`src/rtl/dual_ram.sv`:
```
// rtl/dual_ram.sv - simple dual-port register-file RAM with registered read and async clear
//
// Ports:
//   din     [DATA_W-1:0] in  : write data
//   dout    [DATA_W-1:0] out : registered read data, one-cycle latency
//   rd_addr [ADDR_W-1:0] in  : read address
//   wr_addr [ADDR_W-1:0] in  : write address
//   clk                  in  : rising-edge clock
//   we                   in  : write enable, active high
//   re                   in  : read enable, active high; dout holds when low
//   as_clr               in  : asynchronous active-high clear of dout and all words

module dual_ram #(
  parameter int DATA_W = 16,
  parameter int ADDR_W = 3,
  parameter int DEPTH  = 8
) (
  input  logic [DATA_W-1:0] din,
  output logic [DATA_W-1:0] dout,
  input  logic [ADDR_W-1:0] rd_addr,
  input  logic [ADDR_W-1:0] wr_addr,
  input  logic              clk,
  input  logic              we,
  input  logic              re,
  input  logic              as_clr
);

  logic [DATA_W-1:0] mem_q [DEPTH];
  logic [DATA_W-1:0] mem_d [DEPTH];
  logic [DATA_W-1:0] dout_q;
  logic [DATA_W-1:0] dout_d;

  logic wr_in_range;
  logic rd_in_range;

  // Only matters when DEPTH is not a full power of two; at defaults both are always 1.
  assign wr_in_range = (32'(wr_addr) < 32'(DEPTH));
  assign rd_in_range = (32'(rd_addr) < 32'(DEPTH));

  always_comb begin
    mem_d = mem_q;
    if (we && wr_in_range) begin
      mem_d[wr_addr] = din;
    end
  end

  // Reads sample mem_q (pre-write contents), which gives read-before-write
  // when both ports hit the same word in one cycle.
  always_comb begin
    dout_d = dout_q;
    if (re) begin
      dout_d = rd_in_range ? mem_q[rd_addr] : '0;
    end
  end

  always_ff @(posedge clk or posedge as_clr) begin
    if (as_clr) begin
      for (int i = 0; i < DEPTH; i++) begin
        mem_q[i] <= '0;
      end
      dout_q <= '0;
    end else begin
      for (int i = 0; i < DEPTH; i++) begin
        mem_q[i] <= mem_d[i];
      end
      dout_q <= dout_d;
    end
  end

  assign dout = dout_q;

endmodule

```
`config.mk`:
```
export PLATFORM = sky130hd
export DESIGN_NAME = dual_ram
export DESIGN_NICKNAME = d
export VERILOG_FILES = /design/src/rtl/dual_ram.sv
export SDC_FILE = /design/constraint.sdc
export NUM_CORES = 1
export LEC_CHECK = 0
export BUFFER_PORTS_ARGS = -buffer_cell sky130_fd_sc_hd__buf_2
export CORE_MARGIN = 3
export CORE_UTILIZATION = 55
export CTS_CLUSTER_DIAMETER = 50
export CTS_CLUSTER_SIZE = 28
export DETAILED_ROUTE_END_ITERATION = 10
export PLACE_DENSITY = 0.82
export SLEW_MARGIN = 20
export SYNTH_ARGS = -nofsm -noshare
export SYNTH_HDL_FRONTEND = slang
export SYNTH_SLANG_ARGS = --single-unit
```
`constraint.sdc`:
```
create_clock -name clk -period 4.5 [get_ports clk]
set_input_delay 0.675 -clock clk [delete_from_list [all_inputs] [get_ports clk]]
set_output_delay 0.675 -clock clk [all_outputs]
set_load 0.01 [all_outputs]
```
==> impl_metrics.json, run 1 <==
{
  "netlist.area_leader.share_pct": 54.6,
  "die_w_um": 116,
  "min_period_ns": 2.17,
  "hold_buffers": 0,
  "skew_ns": 0.00619,
  "slowest_stage": "nand2b_1",
  "synth_nets": 489,
  "io-pin-count": 42,
  "path_max_fanout": 19,
  "multi_input_comb_area_sq_um": 2790,
  "intPower_w": 0.00285,
  "grt-ovfl-total": 0,
  "crit_cells": 4,
  "num_vias": 3966,
  "cp_cell_sequence": "buf_2 -> nand2b_1 -> a211o_1 -> a41o_1",
  "fin_setup_tns_ns": 0,
  "dr.pass1.iters": 4,
  "path_clk_slew_ns": 0.06,
  "coreArea_sq_um": 11600,
  "clockBufferDepth": 2,
  "seqPwrFrac_pct": 45.4,
  "initial_core_util_pct": 57.0,
  "routed_wl_mm": 13.8,
  "cts.sinks": 144,
  "clockPowerShare_pct": 39.2,
  "route.detailed.drc": 0,
  "yosysSeqAreaShare_pct": 54.6,
  "dp_hpwl_mm": 7.86,
  "synth.cell_area_sq_um": 6600,
  "final_common_cell": "dfrtp_1",
  "post_cts.repair.setup_buffers": 0,
  "end_kind": "flip-flop",
  "grt_pass1_vias": 4271,
  "chipHeight_um": 116,
  "grt_setup_unrepaired": "false",
  "htreeDepth": 4,
  "peakVddDrop_mv": 0.295,
  "pwr_density_cell_nw_per_um2": 508,
  "rows": 39,
  "crit-reg2reg-launch": "mem_q[59]",
  "cts_root_buffer": "clkbuf_16",
  "slew_headroom_pct": 25.0,
  "cts_tree": "yes",
  "finalSetupViolCount": 0,
  "io_buffers": 41,
  "min_path_type": "in -> async",
  "crit_family": "compound AO/OA/AOI/OAI gates",
  "antenna_cells": 0,
  "critical_path_class": "in -> reg",
  "final-seq-area_sq_um": 3600,
  "grt.total_usage_pct": 22.2,
  "p_sw_share_pct": 24.6,
  "synth_area_leaders": "dfrtp_1 (55%), mux2_2 (22%), mux2i_1 (7.3%)",
  "fin_cells": 648,
  "worst_setup_path_start_kind": "input port",
  "worstSetupStartpoint": "rd_addr[2]",
  "gp_congestion": 0.736,
  "timing.final.crit_share_pct": 48.2,
  "clk_latency_ns": 0.42,
  "drive_above_1_share_pct": 42.2,
  "cts_repair_resize_count": 0,
  "synth_largest_area_cell": "dfrtp_1",
  "dr.first_iter.drc_count": 286,
  "cts_buffers": 17,
  "status": "completed",
  "yosysUniqueCellTypes": 22,
  "worst_pin_slew_ns": 1.12,
  "final_nets": 518,
  "final_cell_mix": "dfrtp_1 (144), mux2_2 (128), mux2i_1 (48), buf_2 (40), nor2b_1 (32)",
  "holdWs_ns": 0.436,
  "crit_path_end": "dout[14]",
  "power_frac_comb_pct": 15.4,
  "critical_path_arrival_ns": 2.48,
  "crit_buf_inv": 1,
  "fmax_ghz": 0.461,
  "grt_max_degree": 104,
  "p_sw_w": 0.000931,
  "antenna_found_initial": 0,
  "wire_per_inst_um": 21.3,
  "r2r_setup_slack_ns": 3.37,
  "synthCells": 463,
  "place_inst": 616,
  "final_area_sq_um": 7440,
  "maxSlewViolCount": 0,
  "p_leak_nw": 3.37,
  "reg2reg_depth": 3,
  "hold_viol_final": 0,
  "max_cap_viol_count": 0,
  "nFillCells": 852,
  "ys.warnings.count": 0,
  "area_delta_synth_final_pct": 12.8,
  "slowest_delay_ns": 0.64,
  "avgSynthCellArea_sq_um": 14.2,
  "grt_first_pass_wirelength_mm": 22.4,
  "via_per_inst": 6.12,
  "drtAntennaViolNets": 0,
  "ys_ff_latch": 144,
  "dieArea_sq_um": 13300,
  "dpl-instance-area_sq_um": 6810,
  "reg2reg_to": "dout[11]",
  "crit_required_ns": 4.81
}
==> Yosys cell counts (all sizes together) <==
cell,instances
dfrtp,144
mux2,128
mux2i,48
nor2b,33
buf,26
a211o,16
a22oi,16
a41o,16
nand3,16
clkbuf,7
nand4b,3
nand2b,2
nor3,2
nor3b,2
inv,1
nand2,1
nand4,1
nor2,1
==> registers in the layout, summed over array words and instances (netlist names) <==
signal	flops
mem_q	128
dout	16
==> cell families (layout without fill, tap and decap cells) <==
family | after synthesis | count (layout) | share of synthesized area, %
AOI/OAI and AO/OA | 48 | 48 | 6.37
buffers and inverters | 34 | 76 | 3.17
DFF | 144 | 144 | 54.6
muxes | 176 | 176 | 29.1
and+or+nand+nor | 61 | 61 | 6.70
==> power by group through the flow <==
stage	clock network [W]	registers (W)	logic, W
detailed placement	0	0.00173	0.000582
CTS	0.00150	0.00172	0.000590
global placement	0	0.00171	0.000556
floorplan	0	0.00170	0.000449
finish	0.00148	0.00172	0.000582
global route	0.00155	0.00175	0.000644
==> worst min path at each step <==
stage               slack, ns  startpoint        end
detailed placement       0.49   mem_q[48]  mem_q[48]
CTS                      0.46      as_clr  mem_q[42]
global route             0.50      as_clr  mem_q[81]
finish                   0.44      as_clr  mem_q[90]
global placement         0.48   mem_q[49]  mem_q[49]
floorplan                0.47   mem_q[48]  mem_q[48]
==> per-layer routing <==
layer  track usage [%]  wire length [um]  vias to the layer above
met5                 0                 0                        -
met4              8.92               228                        0
met3              4.96               385                       19
met2              38.2              7360                       59
met1              27.1              5820                     2128
li1                  -                 -                     1760
==> final cells by class <==
cell class | count | share of cell area [%]
clock buffer | 19 | 5.95
clock inverter | 13 | 2.49
inverter | 1 | 0.101
multi-input combinational | 285 | 37.4
sequential | 144 | 48.4
tap | 143 | 2.40
timing repair buffer | 43 | 3.21
==> through the flow <==
stage / utilization [%] / power (W) / setup slack (ns)
floorplan: - / 0.00215 / 2.02
global placement: 58.9 / 0.00227 / 1.96
detailed placement: 58.9 / 0.00232 / 1.90
CTS: 64.3 / 0.00381 / 2.37
global route: 64.4 / 0.00395 / 2.26
finish: 64.4 / 0.00378 / 2.33
Note: power is estimated with default switching activity, not from simulation.
==> inputs of run 2 (changes only) <==
Settings changed: CORE_UTILIZATION 55 to 60, PLACE_DENSITY 0.82 to 0.85.
Clock period 4.5 ns to 2.14 ns, I/O delays scaled along.
==> impl_metrics.json, run 2 (same netlist as run 1, synthesis figures left out) <==
{
  "status": "finished with violations",
  "violations": "negative hold slack",
  "cts_tree": "yes",
  "grt_pass1_vias": 4210,
  "end_kind": "output port",
  "crit_buf_inv": 1,
  "seqPwrFrac_pct": 47.8,
  "final-seq-area_sq_um": 3600,
  "cts.sinks": 144,
  "finalSetupViolCount": 0,
  "largest_reg_flops": 128,
  "min_path_type": "in -> async",
  "hold_buffers": 0,
  "largest-register": "mem_q",
  "total_power_w": 0.00755,
  "area_delta_synth_final_pct": 13.4,
  "clockPowerShare_pct": 35.6,
  "gp_congestion": 0.768,
  "holdWs_ns": -0.0239,
  "die_w_um": 111,
  "crit_required_ns": 1.82,
  "peakVddDrop_mv": 0.525,
  "final_common_cell": "dfrtp_1",
  "cp_cell_sequence": "buf_2",
  "final_area_sq_um": 7480,
  "final_nets": 532,
  "slew_headroom_pct": 48.7,
  "maxSlewViolCount": 0,
  "grt_setup_unrepaired": "false",
  "dr.pass1.iters": 4,
  "crit_family": "flip-flops",
  "grt_max_degree": 145,
  "htreeDepth": 4,
  "grt.total_usage_pct": 23.8,
  "hold_viol_final": 7,
  "num_vias": 4018,
  "via_per_inst": 6.14,
  "io-pin-count": 42,
  "drive_above_1_share_pct": 43.4,
  "slowest_stage": "dfrtp_1",
  "antenna_found_initial": 0,
  "nFillCells": 688,
  "cts_repair_resize_count": 0,
  "rows": 37,
  "slowest_delay_ns": 0.39,
  "pwr_density_cell_nw_per_um2": 1010,
  "min_period_ns": 1.38,
  "final_cell_mix": "dfrtp_1 (144), mux2_2 (128), mux2i_1 (48), buf_2 (40), nor2b_1 (33)",
  "cts_root_buffer": "clkbuf_8",
  "fin_setup_tns_ns": 0,
  "path_clk_slew_ns": 0.06,
  "multi_input_comb_area_sq_um": 2780,
  "timing.final.crit_share_pct": 64.6,
  "route.detailed.drc": 0,
  "fmax_ghz": 0.724,
  "wire_per_inst_um": 21.2,
  "dieArea_sq_um": 12300,
  "clk_latency_ns": 0.53,
  "power_frac_comb_pct": 16.6,
  "crit_cells": 1,
  "clockBufferDepth": 2,
  "cts_buffers": 17,
  "worst_setup_path_start_kind": "flip-flop",
  "dpl-instance-area_sq_um": 6930,
  "grt_first_pass_wirelength_mm": 22.9,
  "skew_ns": 0.00619,
  "drtAntennaViolNets": 0,
  "critical_path_arrival_ns": 1.06,
  "p_sw_share_pct": 25.9,
  "critical_path_class": "reg -> out",
  "path_max_fanout": 2,
  "max_cap_viol_count": 0,
  "p_sw_w": 0.00196,
  "reg2reg_depth": 3,
  "routed_wl_mm": 13.9,
  "chipHeight_um": 111,
  "p_leak_nw": 3.42,
  "io_buffers": 41,
  "initial_core_util_pct": 62.8,
  "grt-ovfl-total": 0,
  "intPower_w": 0.00559,
  "dr.first_iter.drc_count": 258,
  "worst_pin_slew_ns": 0.769,
  "post_cts.repair.setup_buffers": 0,
  "coreArea_sq_um": 10500,
  "dp_hpwl_mm": 8.11,
  "antenna_cells": 0,
  "utilization_pct": 71.2
}
[run 2: path summary, 6_finish.rpt]
kind	slack, ns	to	start
worst max register to register	1.00	dout[15]	mem_q[63]
worst min register to register	0.50	mem_q[57]	mem_q[57]
max in group asynchronous	1.58	mem_q[119]	as_clr
worst max-delay path	0.76	dout[8]	dout[8]
min in group clk	0.13	mem_q[86]	din[6]
worst min-delay path	-0.02	mem_q[27]	as_clr
[run 2: power groups by stage]
stage               Clock (W)  Combinational (W)  Sequential [W]
CTS                   0.00273            0.00127         0.00361
detailed placement          0            0.00125         0.00364
global route          0.00286            0.00138         0.00368
finish                0.00269            0.00125         0.00361
global placement            0            0.00119         0.00360
floorplan                   0           0.000945         0.00358
[run 2: layout make-up]
type | instances | area share (%)
sequential | 144 | 48.2
inverter | 1 | 0.100
tap | 136 | 2.28
clock inverter | 12 | 1.54
multi-input combinational | 285 | 37.2
clock buffer | 19 | 5.77
timing repair buffer | 57 | 4.89
[run 2: routing by layer]
layer | vias to the layer above | routed length, um | track usage, %
li1 | 1799 | - | -
met1 | 2117 | 6070 | 30.9
met2 | 79 | 7040 | 39.3
met3 | 23 | 499 | 5.35
met4 | 0 | 258 | 8.78
met5 | - | 0 | 0
[run 2: through the flow]
stage,worst slack (ns),cells
5_1_grt,0.718,654
4_1_cts,0.748,654
6_report,0.758,654
3_5_place_dp,0.244,623
3_3_place_gp,0.327,623
2_1_floorplan,0.0140,463
